--- src/rtl/adc_tx_pkg.sv ---
// Shared types and constants for the ADC-to-JTAG-UART byte framer.
// Each 10-bit sample becomes two tagged bytes: LO carries bits [4:0], HI carries bits [9:5].
package adc_tx_pkg;

  localparam int SAMPLE_W = 10;
  localparam int HALF_W   = 5;

  localparam logic [2:0] LO_TAG = 3'b000;
  localparam logic [2:0] HI_TAG = 3'b111;

  typedef enum logic [1:0] {
    IDLE    = 2'd0,
    SEND_LO = 2'd1,
    SEND_HI = 2'd2
  } tx_state_e;

  function automatic logic [7:0] lo_byte(input logic [SAMPLE_W-1:0] d);
    return {LO_TAG, d[HALF_W-1:0]};
  endfunction

  function automatic logic [7:0] hi_byte(input logic [HALF_W-1:0] h);
    return {HI_TAG, h};
  endfunction

endpackage

--- src/rtl/adc_tx_fifo.sv ---
// Sample buffer: synchronous FIFO with registered pointers and first-word-fall-through read.
// FIFO_DEPTH must be a power of two so the pointers wrap naturally.
module adc_tx_fifo
  import adc_tx_pkg::*;
#(
  parameter int DATA_W     = SAMPLE_W,
  parameter int FIFO_DEPTH = 4
) (
  input  logic              clk,
  input  logic              reset,
  input  logic              push,
  input  logic [DATA_W-1:0] push_data,
  input  logic              pop,
  output logic [DATA_W-1:0] pop_data,
  output logic              empty,
  output logic              full
);

  localparam int AW = (FIFO_DEPTH > 1) ? $clog2(FIFO_DEPTH) : 1;
  localparam int CW = AW + 1;

  logic [DATA_W-1:0] mem [FIFO_DEPTH];
  logic [AW-1:0]     wr_ptr;
  logic [AW-1:0]     rd_ptr;
  logic [CW-1:0]     count;

  always_ff @(posedge clk) begin
    if (reset) begin
      wr_ptr <= '0;
      rd_ptr <= '0;
      count  <= '0;
    end else begin
      if (push) wr_ptr <= wr_ptr + AW'(1);
      if (pop)  rd_ptr <= rd_ptr + AW'(1);
      case ({push, pop})
        2'b10:   count <= count + CW'(1);
        2'b01:   count <= count - CW'(1);
        default: count <= count;
      endcase
    end
  end

  // Storage carries no reset; only the pointers define what is valid.
  always_ff @(posedge clk) begin
    if (push) mem[wr_ptr] <= push_data;
  end

  assign pop_data = mem[rd_ptr];
  assign empty    = (count == '0);
  assign full     = (count == CW'(FIFO_DEPTH));

endmodule

--- src/rtl/adc_tx_framer.sv ---
// Buffers ADC samples and streams each one as a LO/HI byte pair over an Avalon JTAG UART write port.
// Optional macro ADC_TX_OVERFLOW_CNT_EN adds a saturating 16-bit drop_count output.
module adc_tx_framer
  import adc_tx_pkg::*;
#(
  parameter int FIFO_DEPTH = 4
) (
  input  logic                clk,
  input  logic                reset,
  input  logic                sample_valid,
  input  logic [SAMPLE_W-1:0] sample_data,
  output logic                jtag_uart_write,
  output logic [31:0]         jtag_uart_wdata,
  input  logic                jtag_uart_waitrequest,
  output logic                fifo_full,
  output logic                busy,
  output logic                overflow
`ifdef ADC_TX_OVERFLOW_CNT_EN
  ,
  output logic [15:0]         drop_count
`endif
);

  function automatic logic [15:0] sat_inc(input logic [15:0] c);
    return (c == 16'hFFFF) ? c : c + 16'd1;
  endfunction

  tx_state_e           state;
  logic [7:0]          tx_byte;
  logic [HALF_W-1:0]   hi_bits;
  logic [SAMPLE_W-1:0] fifo_rdata;
  logic                fifo_empty;
  logic                fifo_push;
  logic                fifo_pop;
  logic                accept;
  logic                drop;

  assign accept    = jtag_uart_write & ~jtag_uart_waitrequest;
  assign fifo_pop  = ~fifo_empty & ((state == IDLE) | ((state == SEND_HI) & accept));
  // A full buffer still accepts a sample when a pop frees a slot in the same cycle.
  assign fifo_push = sample_valid & (~fifo_full | fifo_pop);
  assign drop      = sample_valid & fifo_full & ~fifo_pop;

  adc_tx_fifo #(
    .DATA_W    (SAMPLE_W),
    .FIFO_DEPTH(FIFO_DEPTH)
  ) u_fifo (
    .clk      (clk),
    .reset    (reset),
    .push     (fifo_push),
    .push_data(sample_data),
    .pop      (fifo_pop),
    .pop_data (fifo_rdata),
    .empty    (fifo_empty),
    .full     (fifo_full)
  );

  always_ff @(posedge clk) begin
    if (reset) begin
      state           <= IDLE;
      jtag_uart_write <= 1'b0;
      tx_byte         <= '0;
      hi_bits         <= '0;
      overflow        <= 1'b0;
    end else begin
      overflow <= drop;
      case (state)
        IDLE: begin
          if (!fifo_empty) begin
            tx_byte         <= lo_byte(fifo_rdata);
            hi_bits         <= fifo_rdata[SAMPLE_W-1:HALF_W];
            jtag_uart_write <= 1'b1;
            state           <= SEND_LO;
          end
        end
        SEND_LO: begin
          if (accept) begin
            tx_byte <= hi_byte(hi_bits);
            state   <= SEND_HI;
          end
        end
        SEND_HI: begin
          if (accept) begin
            if (!fifo_empty) begin
              tx_byte <= lo_byte(fifo_rdata);
              hi_bits <= fifo_rdata[SAMPLE_W-1:HALF_W];
              state   <= SEND_LO;
            end else begin
              jtag_uart_write <= 1'b0;
              state           <= IDLE;
            end
          end
        end
        default: begin
          jtag_uart_write <= 1'b0;
          state           <= IDLE;
        end
      endcase
    end
  end

  assign jtag_uart_wdata = {24'h0, tx_byte};
  assign busy            = (state != IDLE);

`ifdef ADC_TX_OVERFLOW_CNT_EN
  always_ff @(posedge clk) begin
    if (reset)     drop_count <= '0;
    else if (drop) drop_count <= sat_inc(drop_count);
  end
`endif

endmodule

--- config.mk ---
export PLATFORM = sky130hd
export DESIGN_NAME = adc_tx_framer
export DESIGN_NICKNAME = d
export VERILOG_FILES = /design/src/rtl/adc_tx_pkg.sv /design/src/rtl/adc_tx_fifo.sv /design/src/rtl/adc_tx_framer.sv
export SDC_FILE = /design/constraint.sdc
export NUM_CORES = 1
export LEC_CHECK = 0
export ABC_AREA = 1
export CORE_MARGIN = 2
export CORE_UTILIZATION = 35
export DETAILED_ROUTE_END_ITERATION = 7
export GPL_ROUTABILITY_DRIVEN = 0
export GPL_TIMING_DRIVEN = 0
export SLEW_MARGIN = 30
export SYNTH_ARGS = -nofsm -noshare
export SYNTH_HDL_FRONTEND = slang
export SYNTH_SLANG_ARGS = --single-unit
--- constraint.sdc ---
create_clock -name clk -period 4.1 [get_ports clk]
set_clock_uncertainty 0.15 [all_clocks]
set_input_delay 0.615 -clock clk [delete_from_list [all_inputs] [get_ports clk]]
set_output_delay 0.615 -clock clk [all_outputs]
set_load 0.1 [all_outputs]
==> metrics.txt <==
status=completed; antenna-violating nets left=0; Hold Crit Start=hi_bits[3]$_SDFFE_PP0P_; cts bufs inserted=9; Worst Setup Start Kind=flip-flop; Final setup viols=0; initial core utilization=0.362; vias in the first global route=1888; TritonCTS sink count=64; dpl hpwl=3770 um; placed insts=450; Unique masters post-synth=35; post-synthesis sequential area ratio=0.566; Setup CP Type=flip-flop to output port; Hold Fails Final Rpt=0; gr usage total=0.128; Top Ports=50; VDD IR-drop max=0.200 mV; Clock transition at path regs=roughly 0.07 ns; Via-to-Cell Ratio=roughly 4.3; IO buf count=25; design area=3610 um2; initial antenna violation count=0; fraction of layout cells with a size suffix above 1=0.222; EDFF count, synth=40; Final period util=0.717; setup TNS=0 ns; Max Freq=0.340 GHz; prevailing post-synth register cell=edfxtp_1; core area=8220 um2; pre-CTS WS=1.07 ns; final cell count without fillers=466; Pwr Density=650 nW/um2; max_slew headroom=0.350; total wire length=~5400 um; Synth Instances=297; Yosys top cell by area=edfxtp_1; drt first pass iters=4; number of buffers on the longest clock path=2; Cell Area, Synth=between 2000 and 3000 um2; setup repair after global routing missed its margin=no; Synth top cells by count=nand2_1, nor2_1, edfxtp_1; worst min-delay path class=flip-flop to flip-flop; post-synth top area share=0.404; worst-margin pin slew=between 0.9 and 1 ns; Synth Warn #=0; Hold Buf Count CTS=0; # diodes=0; cts repair resizes=0; die width=96.2 um; GRT overflow=0; FF-to-FF Start=jtag_uart_write$_SDFFE_PP0P_; Std-Cell Rows=33; largest net degree at the start of global routing=12; min Tclk post-route=~3 ns; max-slew violations=0; Seq cells post-synth=64; CP Data Required Time=3.34 ns; first-pass GRT wire length=8690 um; clk_lat worst skew=0.35 ns; crit-path max FO=3; Leakage=1.53 nW; DRC errors left=0; H-Tree Depth=3; R2R Setup Slk=about 1.8 ns; DIE HEIGHT=a little under 100 um; Avg Cell Area, Syn=10.0 um2; FFs w/ async S/R, synth=0; reg2reg path depth=6; postcts setup bufs=0; Post-DP Area=3450 um2; crit path DAT=~2.2 ns; RR Endpoint=u_fifo.mem[3][2]$_DFFE_PP_; clock root buffer=clkbuf_8; Layout area overhead=21.5%; number of DRC markers in iteration 0=between 100 and 150; via count=1992; nets@finish=376; CTS tree=done; FILL cells=780; Final WS setup=1.16 ns; die area=9250 um2; drt wl/cell=11.6 um; Hold Path End=hi_bits[3]$_SDFFE_PP0P_; MaxCap Viol Count=0; Worst setup EP type=output port; top cells by area, synth=edfxtp_1, dfxtp_1, buf_4; hold depth=2
## stage by stage
stage	hold slack, ns	util	power [mW]
after floorplan	0.286	-	1.70
after global placement	0.306	0.419	1.90
after detailed placement	0.303	0.420	1.91
after CTS	0.317	0.440	2.37
after global routing	0.324	0.440	2.50
final	0.313	0.440	2.35
## sequential cells by signal, indices dropped and copies added, names as in the netlist, named ones only
signal / count
u_fifo.mem: 40
overflow: 1
jtag_uart_write: 1
u_fifo.rd_ptr: 2
hi_bits: 5
u_fifo.count: 3
tx_byte: 6
u_fifo.wr_ptr: 2
state: 2
## how the worst max path moves through the flow
stage	from	to	slack, ns	cells after the start
floorplan	u_fifo.count[0]$_SDFFE_PP0P_	u_fifo.count[2]$_SDFFE_PP0P_	0.97	11
global placement	jtag_uart_waitrequest	u_fifo.mem[0][1]$_DFFE_PP_	1.07	6
detailed placement	jtag_uart_waitrequest	u_fifo.mem[3][2]$_DFFE_PP_	1.07	6
CTS	u_fifo.count[1]$_SDFFE_PP0P_	fifo_full	1.14	2
global route	u_fifo.count[2]$_SDFFE_PP0P_	fifo_full	1.09	3
finish	u_fifo.count[1]$_SDFFE_PP0P_	fifo_full	1.16	2
## metal layers
layer	routed length [um]	part of all wire	GRT usage	up-vias
met4	100	0.019	0.0690	0
met3	389	0.072	0.0305	11
li1	-	-	-	1034
met5	0	0	0	-
met2	2510	0.47	0.209	54
met1	2390	0.44	0.154	893
## cell usage in the layout, fill, tap and decap left out, types with 2 or more instances in the layout
cell type        instances
nand2_1                 45
nor2_1                  42
edfxtp_1                40
ha_1                     5
clkbuf_1                 2
a21oi_2                  2
clkbuf_8                10
dfxtp_1                 24
o211a_1                  3
a21oi_1                 15
nor2_4                   3
o21ai_1                  3
o21ai_0                 14
clkinv_2                 2
inv_2                    6
clkdlybuf4s50_1         25
clkinv_1                 2
buf_2                    4
nor3_1                   2
nand3_1                  9
buf_4                   26
nand3_2                  7
nand2_2                  3
conb_1                  24
inv_1                   23
clkinvlp_4               3
nor2_2                   6
## kinds of logic after synthesis
| logic type | share of synthesized area |
|---|---|
| AOI/OAI and AO/OA | 0.0863 |
| adders and majority gates | 0.0278 |
| buffers and inverters | 0.123 |
| DFF | 0.566 |
| other | 0.00126 |
| and+or+nand+nor | 0.196 |
## final cells by class
class / count / area [um2] / area share
Sequential cell: 64 / 1680 / 0.466
Multi-Input combinational cell: 192 / 1020 / 0.282
Timing Repair Buffer: 25 / 250 / 0.0693
Buffer: 33 / 248 / 0.0686
Tap cell: 105 / 131 / 0.0364
Clock buffer: 10 / 128 / 0.0353
Inverter: 31 / 119 / 0.0329
Clock inverter: 6 / 36.3 / 0.0100
## critical path: stages, from the launching register on
cell and delay (ns):
dfxtp_1 0.34, nor3_2 0.29, clkdlybuf4s50_1 1.19
## report_power, final
part	total (mW)	leakage, nW	switching [mW]	internal [mW]
clock	0.459	0.0757	0.244	0.215
sequential	0.845	0.565	0.0495	0.796
combinational	1.05	0.888	0.747	0.298
total	2.35	1.53	1.04	1.31
No activity file was read; power rests on OpenSTA's default activity.
